[src/rtl/bypass_tagged_slice_array_pkg.sv]
// Shared types and constants for the tagged bypass slice array.
// The routing tag pairs a vfid with a route_id and is attached to every
// beat of one packet on the user side of the bypass path.
package bypass_tagged_slice_array_pkg;

   localparam int BYPASS_TAG_DEPTH = 16;
   localparam int BYPASS_ID_BITS   = 6;
   localparam int BYPASS_DEST_BITS = 4;

   typedef struct packed {
      logic [BYPASS_ID_BITS-1:0]   vfid;
      logic [BYPASS_DEST_BITS-1:0] route_id;
   } bypass_tag_t;

   // Width of an occupancy counter that must be able to hold the value 'depth'
   function automatic int tag_cnt_bits(input int depth);
      return $clog2(depth) + 1;
   endfunction

endpackage

[src/rtl/bypass_skid_stage.sv]
// One register slice of the bypass data path: a 2-entry skid buffer with a
// registered ready toward the upstream side and a registered output beat.
// Unstalled latency is exactly one cycle; full throughput is sustained.
module bypass_skid_stage
   import bypass_tagged_slice_array_pkg::*;
#(
   parameter int DATA_BITS = 512
) (
   input  logic                   aclk,
   input  logic                   aresetn,
   input  logic                   in_valid,
   output logic                   in_ready,
   input  logic [DATA_BITS-1:0]   in_data,
   input  logic [DATA_BITS/8-1:0] in_keep,
   input  logic                   in_last,
   output logic                   out_valid,
   input  logic                   out_ready,
   output logic [DATA_BITS-1:0]   out_data,
   output logic [DATA_BITS/8-1:0] out_keep,
   output logic                   out_last
);

   localparam int BEAT_BITS = DATA_BITS + DATA_BITS/8 + 1;

   logic [BEAT_BITS-1:0] in_beat;
   logic [BEAT_BITS-1:0] out_beat_q;
   logic [BEAT_BITS-1:0] skid_beat_q;
   logic                 out_valid_q;
   logic                 skid_valid_q;
   logic                 ready_q;
   logic                 in_fire;
   logic                 out_free;
   logic                 skid_next;

   assign in_beat   = {in_data, in_keep, in_last};
   assign in_ready  = ready_q;
   assign out_valid = out_valid_q;
   assign {out_data, out_keep, out_last} = out_beat_q;

   // Decide whether the output register can take a new beat and whether the skid entry will be occupied next cycle
   always_comb begin
      in_fire   = in_valid && ready_q;
      out_free  = out_ready || !out_valid_q;
      skid_next = 1'b0;
      if (!out_free) begin
         skid_next = skid_valid_q || in_fire;
      end
   end

   // Move beats into the output register, parking one in the skid entry when the output is stalled
   always_ff @(posedge aclk or negedge aresetn) begin
      if (!aresetn) begin
         out_valid_q  <= 1'b0;
         out_beat_q   <= '0;
         skid_valid_q <= 1'b0;
         skid_beat_q  <= '0;
         ready_q      <= 1'b0;
      end else begin
         if (out_free) begin
            if (skid_valid_q) begin
               out_valid_q <= 1'b1;
               out_beat_q  <= skid_beat_q;
            end else begin
               out_valid_q <= in_fire;
               if (in_fire) begin
                  out_beat_q <= in_beat;
               end
            end
         end else if (in_fire) begin
            skid_beat_q <= in_beat;
         end
         skid_valid_q <= skid_next;
         ready_q      <= !skid_next;
      end
   end

endmodule

[src/rtl/bypass_tagged_slice_array.sv]
// N-stage register-slice pipeline for one bypass AXI4S stream, with each
// packet tagged (tid = vfid, tdest = route_id) from a tag FIFO that is fed
// by the bypass request metadata. The tag stays stable for the whole packet
// and is popped on the output tlast handshake.
// Optional statistics counters are built when BYPASS_SLICE_STATS_EN is defined.
module bypass_tagged_slice_array
   import bypass_tagged_slice_array_pkg::*;
#(
   parameter int N_STAGES  = 2,
   parameter int DATA_BITS = 512,
   parameter int ID_BITS   = 6,
   parameter int DEST_BITS = 4,
   parameter int TAG_DEPTH = BYPASS_TAG_DEPTH
) (
   input  logic                         aclk,
   input  logic                         aresetn,
   input  logic                         s_axis_tvalid,
   output logic                         s_axis_tready,
   input  logic [DATA_BITS-1:0]         s_axis_tdata,
   input  logic [DATA_BITS/8-1:0]       s_axis_tkeep,
   input  logic                         s_axis_tlast,
   input  logic                         s_tag_valid,
   output logic                         s_tag_ready,
   input  logic [ID_BITS-1:0]           s_tag_id,
   input  logic [DEST_BITS-1:0]         s_tag_dest,
   output logic                         m_axis_tvalid,
   input  logic                         m_axis_tready,
   output logic [DATA_BITS-1:0]         m_axis_tdata,
   output logic [DATA_BITS/8-1:0]       m_axis_tkeep,
   output logic                         m_axis_tlast,
   output logic [ID_BITS-1:0]           m_axis_tid,
   output logic [DEST_BITS-1:0]         m_axis_tdest,
   output logic [$clog2(TAG_DEPTH):0]   tag_cnt
`ifdef BYPASS_SLICE_STATS_EN
   ,
   output logic [31:0]                  pkt_cnt,
   output logic [31:0]                  stall_cnt
`endif
);

   localparam int KEEP_BITS = DATA_BITS/8;
   localparam int PTR_BITS  = $clog2(TAG_DEPTH);
   localparam int CNT_BITS  = tag_cnt_bits(TAG_DEPTH);

   typedef struct packed {
      logic [ID_BITS-1:0]   vfid;
      logic [DEST_BITS-1:0] route_id;
   } tag_t;

   // ------------------------------------------------------------------
   // Data path: chain of skid stages, index 0 is the network side and
   // index N_STAGES is the end of the pipe feeding the attach logic.
   // ------------------------------------------------------------------
   logic                 st_valid [N_STAGES+1];
   logic                 st_ready [N_STAGES+1];
   logic [DATA_BITS-1:0] st_data  [N_STAGES+1];
   logic [KEEP_BITS-1:0] st_keep  [N_STAGES+1];
   logic                 st_last  [N_STAGES+1];

   logic pipe_valid;
   logic pipe_ready;
   logic pipe_last;

   assign st_valid[0] = s_axis_tvalid;
   assign st_data[0]  = s_axis_tdata;
   assign st_keep[0]  = s_axis_tkeep;
   assign st_last[0]  = s_axis_tlast;
   assign s_axis_tready = st_ready[0];

   assign st_ready[N_STAGES] = pipe_ready;
   assign pipe_valid = st_valid[N_STAGES];
   assign pipe_last  = st_last[N_STAGES];

   for (genvar g = 0; g < N_STAGES; g++) begin : g_stage
      bypass_skid_stage #(
         .DATA_BITS (DATA_BITS)
      ) u_stage (
         .aclk      (aclk),
         .aresetn   (aresetn),
         .in_valid  (st_valid[g]),
         .in_ready  (st_ready[g]),
         .in_data   (st_data[g]),
         .in_keep   (st_keep[g]),
         .in_last   (st_last[g]),
         .out_valid (st_valid[g+1]),
         .out_ready (st_ready[g+1]),
         .out_data  (st_data[g+1]),
         .out_keep  (st_keep[g+1]),
         .out_last  (st_last[g+1])
      );
   end

   // ------------------------------------------------------------------
   // Tag FIFO: no fall-through, head is valid once the count is non-zero.
   // ------------------------------------------------------------------
   tag_t                tag_mem [TAG_DEPTH];
   logic [PTR_BITS-1:0] wr_ptr_q;
   logic [PTR_BITS-1:0] rd_ptr_q;
   logic [CNT_BITS-1:0] tag_cnt_q;
   logic [CNT_BITS-1:0] tag_cnt_next;
   logic                tag_ready_q;
   logic                tag_push;
   logic                tag_pop;
   logic                tag_avail;
   tag_t                tag_head;
   tag_t                tag_in;

   assign tag_in.vfid     = s_tag_id;
   assign tag_in.route_id = s_tag_dest;
   assign tag_push  = s_tag_valid && tag_ready_q;
   assign tag_avail = (tag_cnt_q != '0);
   assign tag_head  = tag_mem[rd_ptr_q];
   assign s_tag_ready = tag_ready_q;
   assign tag_cnt     = tag_cnt_q;

   // Next occupancy: a simultaneous push and pop leaves the count unchanged
   always_comb begin
      tag_cnt_next = tag_cnt_q;
      if (tag_push && !tag_pop) begin
         tag_cnt_next = tag_cnt_q + CNT_BITS'(1);
      end else if (!tag_push && tag_pop) begin
         tag_cnt_next = tag_cnt_q - CNT_BITS'(1);
      end
   end

   // Tag storage is written on push only; stale contents are hidden by tag_avail
   always_ff @(posedge aclk) begin
      if (tag_push) begin
         tag_mem[wr_ptr_q] <= tag_in;
      end
   end

   // FIFO pointers, occupancy and the registered not-full flag
   always_ff @(posedge aclk or negedge aresetn) begin
      if (!aresetn) begin
         wr_ptr_q    <= '0;
         rd_ptr_q    <= '0;
         tag_cnt_q   <= '0;
         tag_ready_q <= 1'b0;
      end else begin
         if (tag_push) begin
            wr_ptr_q <= wr_ptr_q + PTR_BITS'(1);
         end
         if (tag_pop) begin
            rd_ptr_q <= rd_ptr_q + PTR_BITS'(1);
         end
         tag_cnt_q   <= tag_cnt_next;
         tag_ready_q <= (tag_cnt_next != CNT_BITS'(TAG_DEPTH));
      end
   end

   // ------------------------------------------------------------------
   // Attach stage: the output only advances while a tag is visible, so
   // data arriving ahead of its tag simply backs up the pipe.
   // ------------------------------------------------------------------
   assign pipe_ready    = m_axis_tready && tag_avail;
   assign m_axis_tvalid = pipe_valid && tag_avail;
   assign m_axis_tdata  = st_data[N_STAGES];
   assign m_axis_tkeep  = st_keep[N_STAGES];
   assign m_axis_tlast  = pipe_last;
   assign m_axis_tid    = tag_avail ? tag_head.vfid : '0;
   assign m_axis_tdest  = tag_avail ? tag_head.route_id : '0;
   assign tag_pop       = m_axis_tvalid && m_axis_tready && pipe_last;

`ifdef BYPASS_SLICE_STATS_EN
   logic [31:0] pkt_cnt_q;
   logic [31:0] stall_cnt_q;

   assign pkt_cnt   = pkt_cnt_q;
   assign stall_cnt = stall_cnt_q;

   // Count completed packets and cycles where data waits for a missing tag
   always_ff @(posedge aclk or negedge aresetn) begin
      if (!aresetn) begin
         pkt_cnt_q   <= '0;
         stall_cnt_q <= '0;
      end else begin
         if (tag_pop) begin
            pkt_cnt_q <= pkt_cnt_q + 32'd1;
         end
         if (pipe_valid && !tag_avail) begin
            stall_cnt_q <= stall_cnt_q + 32'd1;
         end
      end
   end
`endif

endmodule

[config.mk]
export PLATFORM = sky130hd
export DESIGN_NAME = bypass_tagged_slice_array
export DESIGN_NICKNAME = d
export VERILOG_FILES = /design/src/rtl/bypass_tagged_slice_array_pkg.sv /design/src/rtl/bypass_skid_stage.sv /design/src/rtl/bypass_tagged_slice_array.sv
export SDC_FILE = /design/constraint.sdc
export NUM_CORES = 2
export LEC_CHECK = 0
export ABC_AREA = 1
export BUFFER_PORTS_ARGS = -buffer_cell sky130_fd_sc_hd__buf_2
export CAP_MARGIN = 25
export CORE_AREA = 2 2 484 486
export DETAILED_ROUTE_END_ITERATION = 7
export DIE_AREA = 0 0 486 488
export PLACE_DENSITY = 0.75
export SLEW_MARGIN = 40
export SYNTH_ARGS = -nofsm -noshare
export SYNTH_HDL_FRONTEND = slang
export SYNTH_SLANG_ARGS = --single-unit
export TNS_END_PERCENT = 1
[constraint.sdc]
create_clock -name aclk -period 2.6 [get_ports aclk]
set_clock_uncertainty 0.1 [all_clocks]
set_input_delay 0.65 -clock aclk [delete_from_list [all_inputs] [get_ports aclk]]
set_output_delay 0.65 -clock aclk [all_outputs]
set_load 0.02 [all_outputs]
Yosys cells after proc, flatten, opt, wreduce, memory -nomap -nowiden
Memory sizes are Yosys's and may differ from the RTL's.
Cells that the tools add are included.
{ "op_classes": {"bitwise": 2, "n_eq_ne": 1, "n_div": 0, "muxes": 14, "addsub": 4, "mul": 0, "shift": 0, "reduce_logical": 26, "n_lt_le_gt_ge": 0} }
{ "ops": {"columns": ["cell", "n"], "rows": [
  ["2-to-1 mux 577 bit", 4],
  ["2-to-1 mux 5 bit", 2],
  ["logical AND 1 bit", 9],
  ["adder 4 x 1 -> 4 bit (second input constant)", 2],
  ["AND reduction 2 bit", 4],
  ["logical NOT 1 bit", 6],
  ["2-to-1 mux 1 bit", 6],
  ["2-to-1 mux 6 bit", 1],
  ["adder 5 x 1 -> 5 bit (second input constant)", 1],
  ["!= test 5 bit (second input constant)", 1],
  ["nonzero test 5 bit", 1],
  ["subtractor 5 x 1 -> 5 bit (second input constant)", 1],
  ["logical OR 1 bit", 4],
  ["2-to-1 mux 4 bit", 1],
  ["nonzero test 2 bit", 2],
  ["NOT 1 bit", 2]
]} }
{ "word_totals": {"inputBits": 592, "wordCells": 62, "mem_bits_rw": 160, "latchBits": 0, "register_bits": 2328, "mem_bits_ro": 0, "mem_count": 1} }
{ "mem_list": {"columns": ["memory", "depth", "width", "rd", "rd_ports_with_merged_regs", "write_ports", "line_no", "source"], "rows": [
  ["tag_mem", 16, 10, 1, 0, 1, "bypass_tagged_slice_array.sv:96", "tag_t tag_mem [TAG_DEPTH];"]
]} }

Depth between registers and ports, before layout
{ "depth": {"ltp_word": 8, "mapped_depth": 13, "ltp_nobuf": 13} }

Hierarchy
From an unflattened synthesis, not the netlist that was laid out.
{ "unflattened": {"hier_cells": 14178, "hier_area_um2": 110916.4} }
{ "modules_own_cells": {"columns": ["module", "n_inst", "area_per_inst_um2", "cells_each", "seq_area_each_um2"], "rows": [
  ["bypass_skid_stage", 2, 51841.0, 6808, 28952.8],
  ["bypass_tagged_slice_array", 1, 7234.4, 562, 5154.9]
]} }

Worst setup path after synthesis
Ideal clock, no wire load.
{ "synth_timing": {"kind": "register to output", "startpoint": "register rd_ptr_q[1]", "endpoint": "output m_axis_tdest[2]", "required_ns": 1.850, "path_slack_ns": 0.139, "stages_incl_launch_ff": 9, "t_arrival_ns": 1.711, "cell_sequence": "dfrtp_1 > clkbuf_1 > inv_1 > buf_2 > clkbuf_1 > o21ai_0 > o211ai_1 > o211ai_1 > a21oi_1"} }
{ "synth_between": {"elab_chain_cells": 2} }
{ "synth_rtl": {"columns": ["element", "line_no", "source"], "rows": [
  ["start, declared", "bypass_tagged_slice_array.sv:98", "logic [PTR_BITS-1:0] rd_ptr_q;"],
  ["start signal, assigned", "bypass_tagged_slice_array.sv:145", "rd_ptr_q <= rd_ptr_q + PTR_BITS'(1);"],
  ["memory (16 x 10 bit)", null, null],
  ["2-to-1 mux 4 bit", "bypass_tagged_slice_array.sv:162", "assign m_axis_tdest = tag_avail ? tag_head.route_id : '0;"],
  ["end, declared", "bypass_tagged_slice_array.sv:32", "output logic [DEST_BITS-1:0] m_axis_tdest,"]
]} }
Every way passes these cells.

Worst setup path after layout
{ "layout_timing": {"startpoint": "register rd_ptr_q[0]", "endpoint": "output m_axis_tdest[1]"} }
The elaborated chain is that of the path after synthesis.

==> impl_metrics.yaml <==
run_status:
  status: "finished with violations"
  failed_checks: "setup timing"
die:
  fp-row-count: 177
  die_x_um: 486
  initial_utilization_pct: 44.8
  die_area_mm2: 0.237
  num_io_pins: 1187
  core_area_mm2: 0.232
  die_h_um: 488
synth:
  synthCells: 11700
  ys.flop_type: "dfrtp_1"
  syn_area_mm2: 0.104
  synth_cell_type_count: 28
  syn_avg_cell_area_um2: 8.85
  synth_edf_count: 160
  yosys_warnings: 0
  syn_nets: 12300
  postSynth.asyncResetShare_pct: 93.6
  seq_area_frac_synth_pct: 60.7
  yosys.area.top_type: "dfrtp_1"
  synth_top_area_share_pct: 56.0
  synth_seq_cells: 2488
  netlist_top_cells_area: "dfrtp_1, nand2_1, o21ai_0, edfxtp_1, o211ai_1"
timing:
  worst_pin_slew_ns: 0.761
  period_minus_slack_ns: 3.43
  max_freq_ghz: 0.291
  finalCritPeriodShare_pct: 132
  finalHoldViolCount: 0
  finalSetupViolCount: 11
  rsz0062_at_grt: "true"
  max_slew_margin_pct: 49.3
  setup_tns_ns: -8.17
  setup_slack_ns: -0.834
  final_max_slew_viol_count: 0
finish:
  fill_cells: 19000
  drive_gt1_share_pct: 14.5
  syn_to_final_growth_pct: 24.4
  finalNonFillerCells: 16600
  fin_nets: 13900
  final_util_pct: 55.8
place:
  dp_hpwl_um: 209000
  gp_congestion: 0.912
  dp_cells: 15500
  io_buffers: 1186
flow_run:
  drv_cap: 0
clock_tree:
  clock_latency_ns: 0.92
  cts_inserted_buffers: 279
  cts_tree: "built"
  clkTransAtPathRegs_ns: 0.06
  clkSinkCount: 2488
  clockBufferDepth: 4
  cts_root_buf: "clkbuf_16"
  cts.htree.levels: 5
grt:
  grt_use_met2_pct: 40.1
  grtUsageMet3_pct: 6.70
  grt_usage_pct: 26.4
  grt_max_degree: 132
  grt_util_met1_pct: 35.0
  grt_pass1_vias: 84200
  gr-total-overflow: 0
  antenna_found_initial: 34
  grt_pass1_wl_um: 492000
  grt.busiest_layer: "met2"
routing:
  vias: 88500
  dr.first_iter.drc_count: 8572
  drc: 0
  detail-route-antenna-nets: 0
  firstDrtPassIters: 7
  routedWlPerCell_um: 19.4
  wl_um: 321000
  viasPerCell: 5.34
pwr:
  peakVddDrop_uv: 1170
  cellPowerDensity_mw_per_mm2: 1280
  cellLeakagePower_uw: 0.0640
worst_setup_path:
  arrival_ns: 2.68
  critPathMaxFanout: 8
  worstSetupStartpointType: "flop"
  critPathRequiredTime_ns: 1.85
  endpoint_kind: "output pin"
  path_class: "flop to output pin"
worst_hold_path:
  hp-class: "primary input to flop"
[report_power, final]
group / internal, uW / switching, uW / total (uW)
registers: 56700 / 9050 / 65700
logic: 20100 / 41700 / 61800
clock network: 22700 / 15600 / 38300
total: 99500 / 66400 / 166000
[synthesized netlist by cell type (10+ instances only)]
| library cell | number |
|---|---|
| nor2_1 | 693 |
| xor2_1 | 10 |
| buf_1 | 69 |
| buf_2 | 331 |
| o21ai_0 | 1817 |
| clkbuf_1 | 366 |
| o22ai_1 | 10 |
| inv_1 | 1180 |
| dfrtp_1 | 2328 |
| a21oi_1 | 587 |
| nand3_1 | 16 |
| o221ai_1 | 16 |
| buf_4 | 28 |
| nand2_1 | 3504 |
| o211ai_1 | 601 |
| edfxtp_1 | 160 |
[cell type report]
| class | instances | area (um^2) | share of cell area (%) |
|---|---|---|---|
| sequential | 2488 | 63100 | 48.8 |
| multi-input combinational | 7274 | 33000 | 25.5 |
| timing repair buffer | 2108 | 16100 | 12.5 |
| clock buffer | 398 | 8010 | 6.20 |
| inverter | 1183 | 4500 | 3.48 |
| tap | 3043 | 3810 | 2.94 |
| clock inverter | 61 | 757 | 0.585 |
| antenna | 23 | 57.6 | 0.0445 |
[per-stage QoR]
step	area, um^2	total power [uW]	hold WS (ns)	setup WS, ns
final	129000	166000	0.134	-0.834
after global routing	129000	177000	0.128	-0.916
after CTS	129000	165000	0.0585	-0.849
after detailed placement	114000	125000	0.353	0.0537
after global placement	114000	122000	0.349	0.0355
after floorplan	104000	102000	0.254	0.139
[layout by cell type (no fill, tap or decap), types with 4 or more instances in the layout]
master	n
nor2_1	688
buf_6	12
o21ai_0	1792
o221ai_1	15
buf_4	198
inv_1	1175
edfxtp_1	160
nand2_1	3503
o21ai_2	4
ha_1	8
nand3_1	14
buf_12	128
o21ai_1	20
a21oi_1	577
clkinv_2	31
buf_2	1176
nand4_1	4
dlygate4sd3_1	586
a21oi_2	11
dfrtp_1	2325
clkbuf_8	50
clkbuf_16	291
diode_2	23
bufinv_16	14
o211ai_1	601
inv_6	4
xor2_1	10
clkbuf_1	65
o22ai_1	9
[sequential cells by signal, indices dropped and copies added (netlist names)]
signal                        cells
g_stage.u_stage.in_ready          2
g_stage.u_stage.out_beat_q     1154
g_stage.u_stage.out_valid         2
g_stage.u_stage.skid_beat_q    1154
g_stage.u_stage.skid_valid_q      2
rd_ptr_q                          4
s_tag_ready                       1
tag_cnt                           5
tag_mem                         160
wr_ptr_q                          4
[timing repair]
| action | CTS | global route |
|---|---|---|
| endpoints found under the hold margin | 1760 | 0 |
| resized for setup | 30 | 62 |
| buffers inserted | 2 | 3 |
| pin swaps | 8 | 34 |
| setup endpoints to repair | 11 | 11 |
| gates cloned | 2 | 9 |
| hold buffers | 586 | 0 |
[critical path: stages, from the launching register on]
cell	delay, ns
dfrtp_2	0.43
buf_6	0.15
buf_6	0.12
clkbuf_16	0.17
o21ai_4	0.13
o22ai_2	0.08
o211ai_1	0.35
a21oi_2	0.14
buf_6	0.15
[final timing paths]
check | start | to | slack, ns | depth (start not counted)
min in group asynchronous | aresetn | g_stage[1].u_stage.out_beat_q[55] | 0.18 | 2
worst max register to register | tag_cnt[0] | g_stage[1].u_stage.out_beat_q[335] | 0.11 | 12
worst min register to register | g_stage[1].u_stage.out_beat_q[462] | g_stage[1].u_stage.out_beat_q[462] | 0.36 | 2
worst min-delay path | s_tag_valid | wr_ptr_q[0] | 0.13 | 4
worst max-delay path | rd_ptr_q[0] | m_axis_tdest[1] | -0.83 | 8
max in group asynchronous | aresetn | g_stage[1].u_stage.skid_beat_q[175] | 1.01 | 4
[cells by family after synthesis]
kind of cell | synth area share (%)
fa+ha+maj | 0.0963
compound gates | 16.1
xor+xnor | 0.0843
flops | 60.7
simple gates | 15.3
buf+inv | 7.72
[routing by layer]
| metal | part of all wire, % | wire (um) | vias to the layer above |
|---|---|---|---|
| li1 | - | - | 40900 |
| met1 | 40 | 128000 | 42200 |
| met2 | 44 | 143000 | 4348 |
| met3 | 9.7 | 31200 | 988 |
| met4 | 5.7 | 18500 | 38 |
| met5 | 0.092 | 296 | - |
No activity file was read; power rests on OpenSTA's default activity.
